<file path="src/rtl/wave_fifo_writer.sv">
// Write-side producer for the async sample FIFO (wclk domain).
// On a start pulse it emits a programmed burst of ramp, triangle, square or
// constant samples into the FIFO write port, stalling on wfull.
//
// Handshake: wr is the valid, ~wfull is the ready. A sample is transferred
// on every wclk edge where wr is high; wr is never raised while wfull is high,
// and wdata only advances on a transfer, so a stalled sample simply waits.
module wave_fifo_writer #(
    parameter int P_NBIT_D = 16,
    parameter int P_NBIT_N = 16
) (
    input  logic                wclk,
    input  logic                wrst_n,
    input  logic                start,
    input  logic                abort,
    input  logic [1:0]          cfg_mode,
    input  logic [P_NBIT_D-1:0] cfg_min,
    input  logic [P_NBIT_D-1:0] cfg_max,
    input  logic [P_NBIT_D-1:0] cfg_step,
    input  logic [P_NBIT_N-1:0] cfg_len,
    input  logic                wfull,
    output logic                wr,
    output logic [P_NBIT_D-1:0] wdata,
    output logic                busy,
    output logic                done,
    output logic                err,
    output logic                fsm_state
);

    localparam int W = P_NBIT_D + 1;
    localparam logic [W-1:0] ONE_W = W'(1);

    localparam logic [1:0] MODE_RAMP  = 2'd0;
    localparam logic [1:0] MODE_TRI   = 2'd1;
    localparam logic [1:0] MODE_SQR   = 2'd2;

    typedef enum logic {
        S_IDLE = 1'b0,
        S_RUN  = 1'b1
    } state_t;

    state_t              state;
    logic [1:0]          mode_q;
    logic [P_NBIT_D-1:0] min_q;
    logic [P_NBIT_D-1:0] max_q;
    logic [P_NBIT_D-1:0] step_q;
    logic [P_NBIT_N-1:0] remaining;
    // Triangle: 1 = heading down. Square: 1 = currently at max.
    logic                phase;
    logic [P_NBIT_D-1:0] hold_cnt;

    logic                cfg_bad;
    logic                accept;
    logic [W-1:0]        sum;
    logic [W-1:0]        min_plus_step;
    logic [W-1:0]        hold_inc;
    logic [P_NBIT_D-1:0] next_sample;
    logic                next_phase;
    logic [P_NBIT_D-1:0] next_hold;

    assign busy      = (state == S_RUN);
    assign wr        = busy & ~wfull;
    assign accept    = wr;
    assign fsm_state = (state == S_RUN);

    // A start request is rejected when the burst would be empty, the bounds
    // are inverted, or a non-constant waveform would never advance.
    assign cfg_bad = (cfg_len == '0) || (cfg_min > cfg_max) ||
                     ((cfg_step == '0) && (cfg_mode != 2'd3));

    // Next sample computed one bit wider than the data so nothing wraps.
    always_comb begin
        sum           = {1'b0, wdata} + {1'b0, step_q};
        min_plus_step = {1'b0, min_q} + {1'b0, step_q};
        hold_inc      = {1'b0, hold_cnt} + ONE_W;
        next_sample   = wdata;
        next_phase    = phase;
        next_hold     = hold_cnt;
        case (mode_q)
            MODE_RAMP: begin
                if (sum > {1'b0, max_q}) begin
                    next_sample = min_q;
                end else begin
                    next_sample = sum[P_NBIT_D-1:0];
                end
            end
            MODE_TRI: begin
                if (!phase) begin
                    if (sum >= {1'b0, max_q}) begin
                        next_sample = max_q;
                        next_phase  = 1'b1;
                    end else begin
                        next_sample = sum[P_NBIT_D-1:0];
                    end
                end else begin
                    if ({1'b0, wdata} < min_plus_step) begin
                        next_sample = min_q;
                        next_phase  = 1'b0;
                    end else begin
                        next_sample = wdata - step_q;
                    end
                end
            end
            MODE_SQR: begin
                if (hold_inc >= {1'b0, step_q}) begin
                    next_hold   = '0;
                    next_phase  = ~phase;
                    next_sample = phase ? min_q : max_q;
                end else begin
                    next_hold   = hold_inc[P_NBIT_D-1:0];
                end
            end
            default: begin
                next_sample = min_q;
            end
        endcase
    end

    // Burst control FSM with registered data, counters and status pulses.
    always_ff @(posedge wclk or negedge wrst_n) begin
        if (!wrst_n) begin
            state     <= S_IDLE;
            mode_q    <= '0;
            min_q     <= '0;
            max_q     <= '0;
            step_q    <= '0;
            remaining <= '0;
            phase     <= 1'b0;
            hold_cnt  <= '0;
            wdata     <= '0;
            done      <= 1'b0;
            err       <= 1'b0;
        end else begin
            done <= 1'b0;
            err  <= 1'b0;
            case (state)
                S_IDLE: begin
                    if (start && !abort) begin
                        if (cfg_bad) begin
                            err <= 1'b1;
                        end else begin
                            mode_q    <= cfg_mode;
                            min_q     <= cfg_min;
                            max_q     <= cfg_max;
                            step_q    <= cfg_step;
                            remaining <= cfg_len;
                            wdata     <= cfg_min;
                            phase     <= 1'b0;
                            hold_cnt  <= '0;
                            state     <= S_RUN;
                        end
                    end
                end
                S_RUN: begin
                    // The write presented this cycle is taken even if aborting.
                    if (accept) begin
                        wdata     <= next_sample;
                        remaining <= remaining - P_NBIT_N'(1);
                        phase     <= next_phase;
                        hold_cnt  <= next_hold;
                    end
                    if (abort) begin
                        state <= S_IDLE;
                    end else if (accept && (remaining == P_NBIT_N'(1))) begin
                        state <= S_IDLE;
                        done  <= 1'b1;
                    end
                end
                default: begin
                    state <= S_IDLE;
                end
            endcase
        end
    end

endmodule
</file>
<file path="config.mk">
export PLATFORM = sky130hd
export DESIGN_NAME = wave_fifo_writer
export DESIGN_NICKNAME = d
export VERILOG_FILES = /design/src/rtl/wave_fifo_writer.sv
export SDC_FILE = /design/constraint.sdc
export NUM_CORES = 1
export LEC_CHECK = 0
export ABC_AREA = 1
export BUFFER_PORTS_ARGS = -buffer_cell sky130_fd_sc_hd__buf_4
export CAP_MARGIN = 20
export CORE_ASPECT_RATIO = 1.4
export CORE_MARGIN = 3
export CORE_UTILIZATION = 25
export DETAILED_ROUTE_END_ITERATION = 8
export GPL_ROUTABILITY_DRIVEN = 0
export PLACE_DENSITY = 0.39
export SETUP_SLACK_MARGIN = 0.3
export SYNTH_ARGS = -nofsm -noshare
export SYNTH_HDL_FRONTEND = slang
export SYNTH_SLANG_ARGS = --single-unit
</file>
<file path="constraint.sdc">
create_clock -name wclk -period 3.6 [get_ports wclk]
set_clock_uncertainty 0.1 [all_clocks]
set_input_delay 0 -clock wclk [delete_from_list [all_inputs] [get_ports wclk]]
set_output_delay 0 -clock wclk [all_outputs]
set_load 0.01 [all_outputs]
</file>
==> results_dict.tcl <==
set metrics [dict create \
    status "finished, violations left" \
    failed_checks "negative setup slack" \
    drt_iter0_markers 505 \
    synth_warnings 0 \
    insertion_delay_ns 0.39 \
    die-area_mm2 0.0434 \
    grt_pass1_vias 11893 \
    dr.pass1.iters 5 \
    grt_setup_unrepaired "true" \
    worstPathRequired_ns 3.78 \
    finalPower_mw 15.5 \
    initial_core_util 0.253 \
    place_ws_ns -0.274 \
    fmax_mhz 263 \
    final_max_slew_viol_count 0 \
    yosys.area.top_type_share 0.250 \
    coreArea_mm2 0.0404 \
    yosysTopAreaCell "dfrtp_1" \
    post-route-period-util 1.06 \
    area_growth_pct 49.4 \
    drive_gt1_frac 0.287 \
    fill_cells 4325 \
    critPathArrivalTime_ns 3.98 \
    antenna_found_initial 0 \
    fin_nets 2078 \
    htreeDepth 3 \
    cp_common_cell "nand2_1" \
    numCtsBuffers 9 \
    io_buffers 91 \
    io_pins 92 \
    critPathKind "reg2reg" \
    cts_tree "done" \
    layout_setup_ws_ns -0.200 \
    antenna_cells 0 \
    p_per_area_mw_per_mm2 1010 \
    synthesis.nets 1713 \
    max_stage_delay_ns 0.39 \
    period_needed_ns 3.80 \
    row_count 87 \
    worst_pin_slew_ns 0.726 \
    path_max_fanout 8 \
    grt_first_pass_wirelength_um 67600 \
    hpwl_um 33600 \
    grt_max_degree 103 \
    routed_wl_um 44100 \
    cts.sinks 102 \
    worst-path-buf-inv 8 \
    vias_per_cell 4.75 \
    synth.distinct_cells 46 \
    fp.dieW_um 177 \
    clk_pin_slew_ns 0.08 \
    hp-class "in2async" \
    p_leak_nw 7.58 \
    hold_viol 0 \
    critPathCaptureType "flop" \
    final_common_cell "buf_4" \
    num_vias 11537 \
    drc 0 \
    die_y_um 245 \
    syn_inst 1526 \
    crit_path_top_delay_cell "dfrtp_1" \
    critPathLaunchType "flop" \
    synth-seq-area-share 0.250 \
    synth_async_sr_flop_share 1.00 \
    synthFlopType "dfrtp_1" \
    synth.area.top_cells "dfrtp_1 (25%), ha_1 (14%), nand2_1 (12%)" \
    syn_area_per_cell_um2 6.70 \
    netlist_area_mm2 0.0102 \
    critPathTopFamily "simple AND/OR/NAND/NOR gates" \
    ant_nets 0 \
    grt_usage 0.204 \
    grt_overflow 0 \
    final-setup-viol-count 17 \
    yosys_register_bits 102 \
    cap_violations 0 \
    final_cell_mix "buf_4 (305), nand2_1 (291), inv_1 (171)" \
    irDropWorstVdd_mv 0.434 \
    root_buffer "clkbuf_16" \
    wl_per_cell_um 18.1 \
    max_slew_margin 0.516 \
    synth-edff-count 0 \
    cts_max_path_buffers 2 \
]
## what timing repair did
action,in CTS,in global routing
cloned,6,2
pin swaps,53,52
endpoints found under the hold margin,183,0
resized for setup,102,79
endpoints found under the setup margin,33,33
hold buffers,71,0
buffers inserted,21,8
## cell usage after synthesis (3+ instances only)
library cell and instances:
a21o_1 5, a21oi_1 112, a21oi_2 13, a31oi_1 15
buf_2 18, buf_4 5, buf_6 3, clkbuf_1 30
clkinv_1 5, dfrtp_1 102, fa_1 3, ha_1 113
inv_1 176, inv_2 4, nand2_1 340, nand3_1 100
nand3_2 8, nand4_1 45, nor2_1 173, nor2_2 6
nor3_1 15, nor3_2 4, nor4_1 14, o211ai_1 4
o21a_1 4, o21ai_0 118, o21ai_1 6, o21bai_1 7
o31ai_1 3, xnor2_1 8, xor2_1 46
## area by class of cell
cell class                      count  area, um2  share of cell area
Multi-Input combinational cell   1183       7500               0.491
Clock buffer                       10        239              0.0156
Inverter                          186        701              0.0459
Timing Repair Buffer              409       3560               0.233
Clock inverter                      6       52.6             0.00344
Sequential cell                   102       2560               0.168
Tap cell                          534        668              0.0437
## flip-flops by register name, summed over array words and instances, names as in the netlist
name       cells
busy           1
done           1
err            1
hold_cnt      16
max_q         16
min_q         16
mode_q         2
phase          1
remaining     16
step_q        16
wdata         16
## worst register-to-register path, stage by stage (launching register included)
cell     delay, ns
dfrtp_1       0.39
buf_4         0.15
ha_4          0.26
buf_4         0.11
buf_4         0.10
nand2_1       0.04
nor2_1        0.12
nand2_2       0.08
nand2_4       0.07
a21oi_2       0.06
o21ai_2       0.19
a31oi_2       0.13
xor2_1        0.18
ha_1          0.29
nand2_1       0.05
inv_1         0.05
nand4_1       0.14
inv_2         0.13
buf_6         0.11
nand3_4       0.17
buf_12        0.21
buf_16        0.13
nand4_1       0.09
nand3_1       0.08
nand3_1       0.08
nand2_1       0.05
nand2_1       0.08
a21oi_2       0.05
## power breakdown
group | switching [mW] | internal [mW]
logic | 6.80 | 5.71
clock network | 0.552 | 0.503
registers | 0.431 | 1.47
total | 7.78 | 7.69
## metrics by stage
step	instances	hold WS [ns]	cell area (um2)	utilization	TNS, ns
after global routing	2430	0.142	15300	0.378	-9.45
after floorplan	1526	-0.396	10400	-	0
after detailed placement	2306	0.0283	13100	0.325	-4.11
after global placement	2306	0.0433	13100	0.325	-4.04
after CTS	2420	0.138	14800	0.367	-3.28
final	2430	0.0681	15300	0.378	-2.82
## kinds of logic after synthesis
kind of cell             share of synthesized area
buffers and inverters                       0.0959
flip-flops                                   0.250
AO/OA/AOI/OAI                                0.158
AND/OR/NAND/NOR                              0.306
XOR/XNOR                                    0.0463
adder cells (fa/ha/maj)                      0.144
## path summary, 6_finish.rpt
path / slack (ns) / endpoint / cells past startpoint / start
max: -0.20 / wdata[9] / 27 / step_q[5]
min: 0.07 / step_q[12] / 3 / wrst_n
max reg2reg: -0.20 / wdata[9] / 27 / step_q[5]
min reg2reg: 0.46 / max_q[2] / 2 / max_q[2]
max in group asynchronous: 2.71 / wdata[4] / 3 / wrst_n
min in group wclk: 0.28 / step_q[0] / 4 / cfg_step[0]
## layer usage
layer	wire [um]	GRT usage	part of all wire	vias up
met3	1100	0.0195	0.025	82
li1	-	-	-	5790
met4	2390	0.102	0.054	0
met5	0	0	0	-
met1	17000	0.224	0.39	5437
met2	23600	0.387	0.54	228
Power figures use the tool's default switching activity.
